$ cat config.mk
export PLATFORM = sky130hd
export DESIGN_NAME = kb_ascii_decoder
export DESIGN_NICKNAME = d
export VERILOG_FILES = /design/src/rtl/kb_ascii_decoder.sv
export SDC_FILE = /design/constraint.sdc
export NUM_CORES = 1
export LEC_CHECK = 0
export ABC_AREA = 1
export BUFFER_PORTS_ARGS = -buffer_cell sky130_fd_sc_hd__buf_4
export CAP_MARGIN = 20
export CELL_PAD_IN_SITES_DETAIL_PLACEMENT = 2
export CELL_PAD_IN_SITES_GLOBAL_PLACEMENT = 2
export CORE_UTILIZATION = 35
export CTS_CLUSTER_SIZE = 30
export DETAILED_ROUTE_END_ITERATION = 6
export PLACE_DENSITY = 0.82
export SLEW_MARGIN = 20
export SYNTH_ARGS = -nofsm -noshare
export SYNTH_HDL_FRONTEND = slang
export SYNTH_SLANG_ARGS = --single-unit
$ cat constraint.sdc
create_clock -name clk -period 3 [get_ports clk]
set_input_delay 0.3 -clock clk [delete_from_list [all_inputs] [get_ports clk]]
set_output_delay 0.3 -clock clk [all_outputs]
set_load 0.01 [all_outputs]
$ cat src/rtl/kb_ascii_decoder.sv
// PS/2 Set 2 scan-code to ASCII decoder with shift/caps tracking and an output FIFO.
// A printable make code is written into the FIFO one cycle after its strobe.
module kb_ascii_decoder #(
  parameter int FIFO_DEPTH    = 8,
  parameter bit LOWER_CASE_EN = 1'b1
) (
  input  logic                          clk,
  input  logic                          reset,
  input  logic [7:0]                    scan_code,
  input  logic                          scan_valid,
  output logic [7:0]                    ascii_data,
  output logic                          ascii_valid,
  input  logic                          ascii_ready,
  output logic [$clog2(FIFO_DEPTH):0]   fifo_count,
  output logic                          shift_active,
  output logic                          caps_lock,
  output logic                          overflow
);

  localparam int AW = $clog2(FIFO_DEPTH);
  localparam int CW = AW + 1;
  localparam logic [CW-1:0] DEPTH_C = CW'(FIFO_DEPTH);

  localparam logic [7:0] CODE_BREAK  = 8'hF0;
  localparam logic [7:0] CODE_EXT    = 8'hE0;
  localparam logic [7:0] CODE_LSHIFT = 8'h12;
  localparam logic [7:0] CODE_RSHIFT = 8'h59;
  localparam logic [7:0] CODE_CAPS   = 8'h58;

  typedef enum logic [1:0] {
    ST_IDLE      = 2'd0,
    ST_BREAK     = 2'd1,
    ST_EXT       = 2'd2,
    ST_EXT_BREAK = 2'd3
  } state_t;

  // Returns {hit, ascii}; hit=0 for codes with no printable meaning.
  function automatic logic [8:0] map_make(
    input logic [7:0] code,
    input logic       upper,
    input logic       shifted
  );
    logic       is_letter;
    logic [7:0] up;
    logic [8:0] r;
    is_letter = 1'b1;
    up        = 8'h00;
    r         = 9'h000;
    case (code)
      8'h1C: up = 8'h41;  8'h32: up = 8'h42;  8'h21: up = 8'h43;
      8'h23: up = 8'h44;  8'h24: up = 8'h45;  8'h2B: up = 8'h46;
      8'h34: up = 8'h47;  8'h33: up = 8'h48;  8'h43: up = 8'h49;
      8'h3B: up = 8'h4A;  8'h42: up = 8'h4B;  8'h4B: up = 8'h4C;
      8'h3A: up = 8'h4D;  8'h31: up = 8'h4E;  8'h44: up = 8'h4F;
      8'h4D: up = 8'h50;  8'h15: up = 8'h51;  8'h2D: up = 8'h52;
      8'h1B: up = 8'h53;  8'h2C: up = 8'h54;  8'h3C: up = 8'h55;
      8'h2A: up = 8'h56;  8'h1D: up = 8'h57;  8'h22: up = 8'h58;
      8'h35: up = 8'h59;  8'h1A: up = 8'h5A;
      default: is_letter = 1'b0;
    endcase
    if (is_letter) begin
      r = {1'b1, (upper ? up : (up | 8'h20))};
    end else begin
      case (code)
        8'h45: r = {1'b1, (shifted ? 8'h29 : 8'h30)};
        8'h16: r = {1'b1, (shifted ? 8'h21 : 8'h31)};
        8'h1E: r = {1'b1, (shifted ? 8'h40 : 8'h32)};
        8'h26: r = {1'b1, (shifted ? 8'h23 : 8'h33)};
        8'h25: r = {1'b1, (shifted ? 8'h24 : 8'h34)};
        8'h2E: r = {1'b1, (shifted ? 8'h25 : 8'h35)};
        8'h36: r = {1'b1, (shifted ? 8'h5E : 8'h36)};
        8'h3D: r = {1'b1, (shifted ? 8'h26 : 8'h37)};
        8'h3E: r = {1'b1, (shifted ? 8'h2A : 8'h38)};
        8'h46: r = {1'b1, (shifted ? 8'h28 : 8'h39)};
        8'h29: r = {1'b1, 8'h20};
        8'h5A: r = {1'b1, 8'h0D};
        8'h66: r = {1'b1, 8'h08};
        default: r = 9'h000;
      endcase
    end
    return r;
  endfunction

  state_t          state_q, state_d;
  logic            lshift_q, lshift_d;
  logic            rshift_q, rshift_d;
  logic            caps_held_q, caps_held_d;
  logic            caps_lock_q, caps_lock_d;
  logic            overflow_q, overflow_d;
  logic [AW-1:0]   wr_ptr_q, wr_ptr_d;
  logic [AW-1:0]   rd_ptr_q, rd_ptr_d;
  logic [CW-1:0]   count_q, count_d;
  logic [7:0]      mem_q [FIFO_DEPTH];

  logic            push_s;
  logic [7:0]      push_data_s;
  logic            upper_s;
  logic [8:0]      map_s;
  logic            pop_s;
  logic            full_s;
  logic            wr_en_s;

  assign upper_s = ((lshift_q | rshift_q) ^ caps_lock_q) | ~LOWER_CASE_EN;
  assign map_s   = map_make(scan_code, upper_s, lshift_q | rshift_q);

  // Byte sequencer: prefix tracking, modifier state and push request.
  always_comb begin
    state_d     = state_q;
    lshift_d    = lshift_q;
    rshift_d    = rshift_q;
    caps_held_d = caps_held_q;
    caps_lock_d = caps_lock_q;
    push_s      = 1'b0;
    push_data_s = 8'h00;
    if (scan_valid) begin
      case (state_q)
        ST_IDLE: begin
          if (scan_code == CODE_BREAK) begin
            state_d = ST_BREAK;
          end else if (scan_code == CODE_EXT) begin
            state_d = ST_EXT;
          end else if (scan_code == CODE_LSHIFT) begin
            lshift_d = 1'b1;
          end else if (scan_code == CODE_RSHIFT) begin
            rshift_d = 1'b1;
          end else if (scan_code == CODE_CAPS) begin
            // Typematic repeats of caps arrive while caps_held is set and must not toggle.
            if (!caps_held_q) begin
              caps_lock_d = ~caps_lock_q;
            end else begin
              caps_lock_d = caps_lock_q;
            end
            caps_held_d = 1'b1;
          end else begin
            push_s      = map_s[8];
            push_data_s = map_s[7:0];
          end
        end
        ST_BREAK: begin
          state_d = ST_IDLE;
          if (scan_code == CODE_LSHIFT) begin
            lshift_d = 1'b0;
          end else if (scan_code == CODE_RSHIFT) begin
            rshift_d = 1'b0;
          end else if (scan_code == CODE_CAPS) begin
            caps_held_d = 1'b0;
          end else begin
            state_d = ST_IDLE;
          end
        end
        ST_EXT: begin
          if (scan_code == CODE_BREAK) begin
            state_d = ST_EXT_BREAK;
          end else begin
            state_d = ST_IDLE;
          end
        end
        ST_EXT_BREAK: state_d = ST_IDLE;
        default:      state_d = ST_IDLE;
      endcase
    end else begin
      state_d = state_q;
    end
  end

  assign pop_s   = (count_q != {CW{1'b0}}) && ascii_ready;
  assign full_s  = (count_q == DEPTH_C);
  assign wr_en_s = push_s && (!full_s || pop_s);

  // FIFO pointer, occupancy and sticky overflow next-state.
  always_comb begin
    wr_ptr_d   = wr_ptr_q;
    rd_ptr_d   = rd_ptr_q;
    count_d    = count_q;
    overflow_d = overflow_q;
    if (wr_en_s) begin
      wr_ptr_d = wr_ptr_q + AW'(1);
    end else begin
      wr_ptr_d = wr_ptr_q;
    end
    if (pop_s) begin
      rd_ptr_d = rd_ptr_q + AW'(1);
    end else begin
      rd_ptr_d = rd_ptr_q;
    end
    case ({wr_en_s, pop_s})
      2'b10:   count_d = count_q + CW'(1);
      2'b01:   count_d = count_q - CW'(1);
      default: count_d = count_q;
    endcase
    if (push_s && full_s && !pop_s) begin
      overflow_d = 1'b1;
    end else begin
      overflow_d = overflow_q;
    end
  end

  // State registers with synchronous reset.
  always_ff @(posedge clk) begin
    if (reset) begin
      state_q     <= ST_IDLE;
      lshift_q    <= 1'b0;
      rshift_q    <= 1'b0;
      caps_held_q <= 1'b0;
      caps_lock_q <= 1'b0;
      overflow_q  <= 1'b0;
      wr_ptr_q    <= {AW{1'b0}};
      rd_ptr_q    <= {AW{1'b0}};
      count_q     <= {CW{1'b0}};
    end else begin
      state_q     <= state_d;
      lshift_q    <= lshift_d;
      rshift_q    <= rshift_d;
      caps_held_q <= caps_held_d;
      caps_lock_q <= caps_lock_d;
      overflow_q  <= overflow_d;
      wr_ptr_q    <= wr_ptr_d;
      rd_ptr_q    <= rd_ptr_d;
      count_q     <= count_d;
    end
  end

  // FIFO storage; contents are only observable through valid entries.
  always_ff @(posedge clk) begin
    if (wr_en_s && !reset) begin
      mem_q[wr_ptr_q] <= push_data_s;
    end
  end

  assign ascii_valid  = (count_q != {CW{1'b0}});
  assign ascii_data   = ascii_valid ? mem_q[rd_ptr_q] : 8'h00;
  assign fifo_count   = count_q;
  assign shift_active = lshift_q | rshift_q;
  assign caps_lock    = caps_lock_q;
  assign overflow     = overflow_q;

endmodule
==> results of run 1 <==
metrics by stage:
stage / area [µm²] / worst slack [ns]
after floorplan: 4090 / 0.658
after global placement: 4530 / 0.141
after detailed placement: 4530 / 0.0138
after CTS: 4850 / 0.253
after global routing: 4850 / 0.120
final: 4850 / 0.388
cells in the final DEF (no fill, tap or decap), drive strengths merged, types with 2 or more instances in the layout:
master	instances
nor2	107
nand2	97
edfxtp	56
o21ai	48
inv	43
buf	42
dfxtp	20
nand3	20
a21oi	18
nand4	11
a31oi	10
clkbuf	10
nor3	9
o22ai	8
ha	4
clkinv	4
nor4	3
xor2	3
a211oi	3
nor3b	2
o2111ai	2
bufinv	2
clkinvlp	2
registers in the layout, summed over array words and instances (netlist names), named ones only:
signal,count
mem_q,56
fifo_count,4
caps_lock,1
overflow,1
state_q,2
rd_ptr_q,3
rshift_q,1
caps_held_q,1
lshift_q,1
wr_ptr_q,3
power by group through the flow:
stage | registers [W] | logic [W] | clock network [W]
2_1_floorplan | 0.00125 | 0.000691 | 0
4_1_cts | 0.00123 | 0.00117 | 0.00120
6_report | 0.00123 | 0.00114 | 0.00118
3_5_place_dp | 0.00125 | 0.00116 | 0
3_3_place_gp | 0.00124 | 0.00109 | 0
5_1_grt | 0.00124 | 0.00130 | 0.00124
worst min-delay path by stage:
stage / endpoint / startpoint / slack (ns) / cells after the start
2_1_floorplan: wr_ptr_q[0] / reset / 0.36 / 1
5_1_grt: wr_ptr_q[0] / reset / 0.19 / 2
4_1_cts: wr_ptr_q[0] / reset / 0.17 / 2
6_report: wr_ptr_q[0] / reset / 0.18 / 2
3_5_place_dp: rshift_q / rshift_q / 0.46 / 2
3_3_place_gp: lshift_q / lshift_q / 0.44 / 2
critical path: stages:
cell,delay (ns)
buf_4,0.12
inv_1,0.11
nand2_4,0.10
nor2_4,0.26
nand2_1,0.19
nand2_1,0.12
nor2_1,0.07
nand2_1,0.08
nor2_1,0.05
nand3_2,0.12
nand2_4,0.12
nand2_4,0.14
inv_1,0.08
ha_1,0.33
nand2_1,0.08
nand2_1,0.04
a31oi_1,0.19
nand2_1,0.10
a21oi_1,0.17
nor2_1,0.06
kinds of logic after synthesis:
family,Yosys count,synth area share
AOI/OAI and AO/OA,95,0.131
xor gates and xnor gates,4,0.00857
adders and majority gates,5,0.0171
buffers and inverters,56,0.0545
DFF,76,0.509
other,1,0.000917
and+or+nand+nor,250,0.279
layer usage:
| layer | up-vias | wire length [µm] |
|---|---|---|
| met5 | - | 0 |
| met4 | 0 | 144 |
| met3 | 10 | 237 |
| met2 | 47 | 7080 |
| met1 | 1794 | 5510 |
| li1 | 1747 | - |
layout make-up:
| type | count | area share |
|---|---|---|
| clock buffers | 10 | 0.0472 |
| clock inverters | 6 | 0.0183 |
| inverters | 45 | 0.0351 |
| multi-input cells | 355 | 0.368 |
| flip-flops and latches | 76 | 0.429 |
| well taps | 143 | 0.0369 |
| repair buffers | 42 | 0.0650 |
==> results.py, run 1 <==
metrics = {
    "status": {
        "status": "completed",
    },
    "cells_and_area": {
        "drive_gt1_frac": 0.169,
        "final_cells": 677,
        "seq_area_um2": 2080,
        "syn_to_final_growth_pct": 18.7,
        "diodes": 0,
        "fillers": 1315,
        "multiInputGateArea_um2": 1790,
        "final_util": 0.425,
        "final_nets": 546,
    },
    "clock_tree": {
        "cts_buffer_depth": 2,
        "cts_root_buf": "clkbuf_16",
        "post_cts_buffers": 0,
        "cts_max_level": 3,
        "cts.sinks": 76,
        "cts-resized-gates": 0,
        "hold_buffers": 0,
        "clk_latency_ns": 0.33,
        "clk_pin_slew_ns": 0.06,
        "cts_buffers": 9,
        "cts_tree": "done",
    },
    "yosys": {
        "synth_top_cells_by_count": "nor2_1, nand2_1, edfxtp_1",
        "synth_area_leaders": "edfxtp_1, dfxtp_1, nor2_1, nand2_1, o21ai_0",
        "ys_ff_latch": 76,
        "async_flop_share": 0,
        "syn_inst": 487,
        "syn_nets": 504,
        "synth.top_cell.area_share": 0.411,
        "synth-edff-count": 56,
        "ys_seq_area_frac": 0.509,
        "yosysTopAreaCell": "edfxtp_1",
        "synth_area_per_cell_um2": 8.39,
        "netlist_area_um2": 4090,
        "synth_ff_type": "edfxtp_1",
        "ys_warn_count": 0,
        "synth.most_common_cell": "nor2_1",
        "synth_cell_types": 41,
    },
    "route": {
        "post-route-drc-count": 0,
        "vias_per_cell": 5.31,
        "wl_um": 13000,
        "wl_per_cell_um": 19.2,
        "initialDrtViolationCount": 172,
        "drt_pass1_iterations": 4,
        "ant_nets": 0,
        "routed-via-count": 3598,
    },
    "critical_path": {
        "reg2reg_to": "fifo_count[3]",
        "crit_end": "fifo_count[3]",
        "required_ns": 3.22,
        "rrSetupSlack_ns": 0.47,
        "worst-path-max-fanout": 12,
        "worst_r2r_path_depth": 13,
        "start_kind": "input port",
        "crit_path_end_kind": "register",
        "crit_start": "scan_code[7]",
        "crit_type": "in -> reg",
        "worstPathArrival_ns": 2.83,
        "r2r-start": "state_q[0]",
    },
    "job": {
        "max_cap_viol_count": 0,
    },
    "die": {
        "start_util": 0.358,
        "die_y_um": 110,
        "die_area_um2": 12100,
        "die_w_um": 110,
        "pin_count": 28,
        "fp-row-count": 39,
        "core_um2": 11400,
    },
    "place": {
        "place_congestion": 0.866,
        "hpwl_um": 9340,
        "port_buffers": 26,
        "place_inst": 661,
    },
    "sta": {
        "rsz0062_at_grt": "no",
        "finalHoldViolCount": 0,
        "fin_skew_ns": 0.00679,
        "holdWs_ns": 0.182,
        "tightest_slew_ns": 0.833,
        "fin_crit_sh": 0.871,
        "slew_viol_final": 0,
        "min_period_ns": 2.61,
        "relSlewSlack": 0.440,
        "clock.fmax_ghz": 0.383,
        "setup_violations": 0,
        "fin_tns_setup_ns": 0,
    },
    "power": {
        "leakage_nw": 1.93,
        "total_power_w": 0.00355,
        "switchingPower_w": 0.00123,
        "internal-power_w": 0.00232,
        "power_switching_share": 0.346,
        "seq_power_share": 0.346,
        "p_per_area_nw_per_um2": 732,
        "ir_worst_vdd_v": 0.000363,
        "p_clk_frac": 0.332,
        "p_comb_frac": 0.322,
    },
    "global_routing": {
        "grt_pass1_wl_um": 20800,
        "antenna_found_initial": 0,
        "grt_max_degree": 29,
        "first_global_vias": 3909,
        "grt-ovfl-total": 0,
        "met3_usage": 0.0347,
        "grt.busiest_layer": "met2",
        "globalRouteMet1Util": 0.272,
        "grt_usage": 0.230,
        "gr-usage-met2": 0.435,
    },
    "worst_hold_path": {
        "hold_path_class": "in -> reg",
    },
}
(Power assumes the default switching activity.)
==> run 2: changes to the inputs <==
--- a/config.mk
+++ b/config.mk
@@ -5,7 +5,7 @@
 export SDC_FILE = /design/constraint.sdc
 export NUM_CORES = 1
 export LEC_CHECK = 0
-export ABC_AREA = 1
+export ABC_AREA = 0
 export BUFFER_PORTS_ARGS = -buffer_cell sky130_fd_sc_hd__buf_4
 export CAP_MARGIN = 20
 export CELL_PAD_IN_SITES_DETAIL_PLACEMENT = 2
@@ -13,7 +13,7 @@
 export CORE_UTILIZATION = 35
 export CTS_CLUSTER_SIZE = 30
 export DETAILED_ROUTE_END_ITERATION = 6
-export PLACE_DENSITY = 0.82
+export PLACE_DENSITY = 0.76
 export SLEW_MARGIN = 20
 export SYNTH_ARGS = -nofsm -noshare
 export SYNTH_HDL_FRONTEND = slang
==> run 2 against run 1 <==
Against the previous run:
- the flow now finishes with violations (DRC)
- final cell count is 11% lower
- critical path depth fell by 9
- die area increased by 2.8%
- sequential cell count did not move
- hold slack gained 0.075 ns
- highest routed layer unchanged
- power decreased by 6.8%
- clock skew is 0.0039 ns higher
==> results.py, run 2 <==
metrics = {
    "sta": {
        "relSlewSlack": 0.422,
        "tightest_slew_ns": 0.863,
        "clock.fmax_ghz": 0.344,
        "min_period_ns": 2.91,
        "fin_skew_ns": 0.0106,
        "finalHoldViolCount": 0,
        "fin_crit_sh": 0.970,
        "slew_viol_final": 0,
        "fin_tns_setup_ns": 0,
        "setup_violations": 0,
    },
    "cells_and_area": {
        "most-common-layout-cells": "buf_4, edfxtp_1, nor2_1, dfxtp_1, nand2_1",
        "layout_commonest_cell": "buf_4",
        "largest_register_ffs": 56,
        "drive_gt1_frac": 0.315,
        "final_nets": 472,
        "final_cells": 603,
        "diodes": 0,
        "stdcell_area_um2": 5330,
        "final_util": 0.461,
        "syn_to_final_growth_pct": 26.9,
        "regMostFlops": "mem_q",
    },
    "critical_path": {
        "path_common_cell": "buf_4",
        "start_kind": "input port",
        "cp_num_buf_inv": 3,
        "crit_path_cell_trace": "buf_4, buf_4, nor3b_2, nand2_1, o32ai_1, or3_2, o31ai_4, buf_4, nor2_1, nand2_1, nor2_1",
        "crit_type": "in -> reg",
        "path_delay_family": "simple AND/OR/NAND/NOR gates",
        "required_ns": 2.96,
        "cpMaxStageDelayCell": "nor2_1",
        "worstPathArrival_ns": 2.87,
        "crit_path_end_kind": "register",
        "slowest_delay_ns": 0.69,
        "worst-path-max-fanout": 8,
    },
    "power": {
        "leakage_nw": 1.92,
        "p_comb_frac": 0.276,
        "ir_worst_vdd_v": 0.000280,
        "p_per_area_nw_per_um2": 621,
        "seq_power_share": 0.367,
        "internal-power_w": 0.00234,
        "p_clk_frac": 0.358,
        "power_switching_share": 0.293,
        "switchingPower_w": 0.000969,
        "total_power_w": 0.00331,
    },
    "yosys": {
        "synth_area_leaders": "edfxtp_1, dfxtp_1, mux4_2, nor2_1, mux2i_1",
        "syn_inst": 377,
        "synth_top_cells_by_count": "edfxtp_1, nor2_1, dfxtp_1",
        "syn_nets": 394,
        "ys_ff_latch": 76,
        "synth.most_common_cell": "edfxtp_1",
        "ys_seq_area_frac": 0.495,
        "yosysTopAreaCell": "edfxtp_1",
        "synth_area_per_cell_um2": 11.1,
        "netlist_area_um2": 4200,
        "synth.top_cell.area_share": 0.400,
        "synth_ff_type": "edfxtp_1",
        "synth_cell_types": 67,
        "synth-edff-count": 56,
        "async_flop_share": 0,
        "ys_warn_count": 0,
    },
    "clock_tree": {
        "clk_latency_ns": 0.34,
        "hold_buffers": 0,
        "cts_tree": "done",
        "cts_buffer_depth": 2,
        "cts_buffers": 9,
        "clk_pin_slew_ns": 0.06,
        "cts_root_buf": "clkbuf_16",
        "cts.sinks": 76,
        "cts_max_level": 3,
    },
    "die": {
        "start_util": 0.363,
        "die_y_um": 112,
        "fp-row-count": 39,
        "die_w_um": 112,
        "core_um2": 11600,
        "die_area_um2": 12500,
        "pin_count": 28,
    },
    "route": {
        "wl_per_cell_um": 22.5,
        "wl_um": 13600,
        "post-route-drc-count": 4,
        "vias_per_cell": 5.60,
        "routed-via-count": 3378,
        "initialDrtViolationCount": 168,
        "ant_nets": 0,
        "drt_pass1_iterations": 6,
    },
    "place": {
        "place_inst": 586,
        "place_congestion": 0.868,
        "hpwl_um": 10000,
        "placed_area_um2": 4990,
        "port_buffers": 26,
    },
    "global_routing": {
        "grt_pass1_wl_um": 21500,
        "antenna_found_initial": 0,
        "grt_usage": 0.229,
        "grt-ovfl-total": 0,
        "grt_max_degree": 23,
        "first_global_vias": 3822,
    },
    "status": {
        "status": "complete, but fails checks",
        "violations": "DRC",
    },
    "job": {
        "max_cap_viol_count": 0,
    },
    "worst_hold_path": {
        "hold_path_class": "in -> reg",
    },
}
-- run 2: repair_timing --
item | CTS | global route
buffers inserted | 0 | 1
gates resized for setup | 0 | 1
endpoints found under the hold margin | 0 | 0
endpoints found under the setup margin | 0 | 1
-- run 2: layout make-up --
type,instances,area (µm²)
inverters,7,26.3
repair buffers,97,753
multi-input cells,264,1970
flip-flops and latches,76,2080
clock inverters,7,98.8
fillers,1172,6230
well taps,143,179
clock buffers,9,225
-- run 2: final timing paths --
kind | end | slack, ns | cells after the start | from
hold / removal | state_q[0] | 0.26 | 3 | scan_valid
setup reg to reg | mem_q[3][2] | 0.34 | 8 | state_q[1]
hold reg to reg | caps_held_q | 0.52 | 2 | caps_held_q
setup / recovery | mem_q[3][2] | 0.09 | 11 | scan_code[6]
-- run 2: logic make-up after synthesis --
group / synth area share
muxes: 0.111
DFF: 0.495
xor gates and xnor gates: 0.0208
buffers and inverters: 0.0423
other: 0.000892
and+or+nand+nor: 0.194
adders and majority gates: 0.0167
AOI/OAI and AO/OA: 0.119
-- run 2: metal layers --
layer	routed length [µm]	track usage	share of wire
met2	7130	0.417	0.53
met5	0	0	0
met3	271	0.0316	0.020
met4	259	0.0820	0.019
met1	5910	0.276	0.44
-- run 2: worst register-to-register path, cell delays in order, from the launching register on --
cell and delay, ns:
dfxtp_1 0.32, nand2b_1 0.17, a211oi_1 0.30, o21a_1 0.26, o31ai_4 0.11, buf_4 0.16, nor2_1 0.13, nand2_1 0.13
nor2_1 0.69
-- run 2: power by group through the flow --
stage          clock network (W)  logic, W  registers, W
3_5_place_dp                   0  0.000919       0.00124
6_report                 0.00118  0.000912       0.00121
5_1_grt                  0.00124  0.000999       0.00122
3_3_place_gp                   0  0.000876       0.00123
4_1_cts                  0.00120  0.000927       0.00121
2_1_floorplan                  0  0.000545       0.00122
-- run 2: per-stage QoR --
stage | hold slack [ns] | worst slack [ns]
after global placement | 0.454 | -0.0875
after floorplan | 0.461 | -0.179
after detailed placement | 0.469 | -0.280
after global routing | 0.286 | -0.0241
after CTS | 0.255 | 0.0572
final | 0.258 | 0.0911
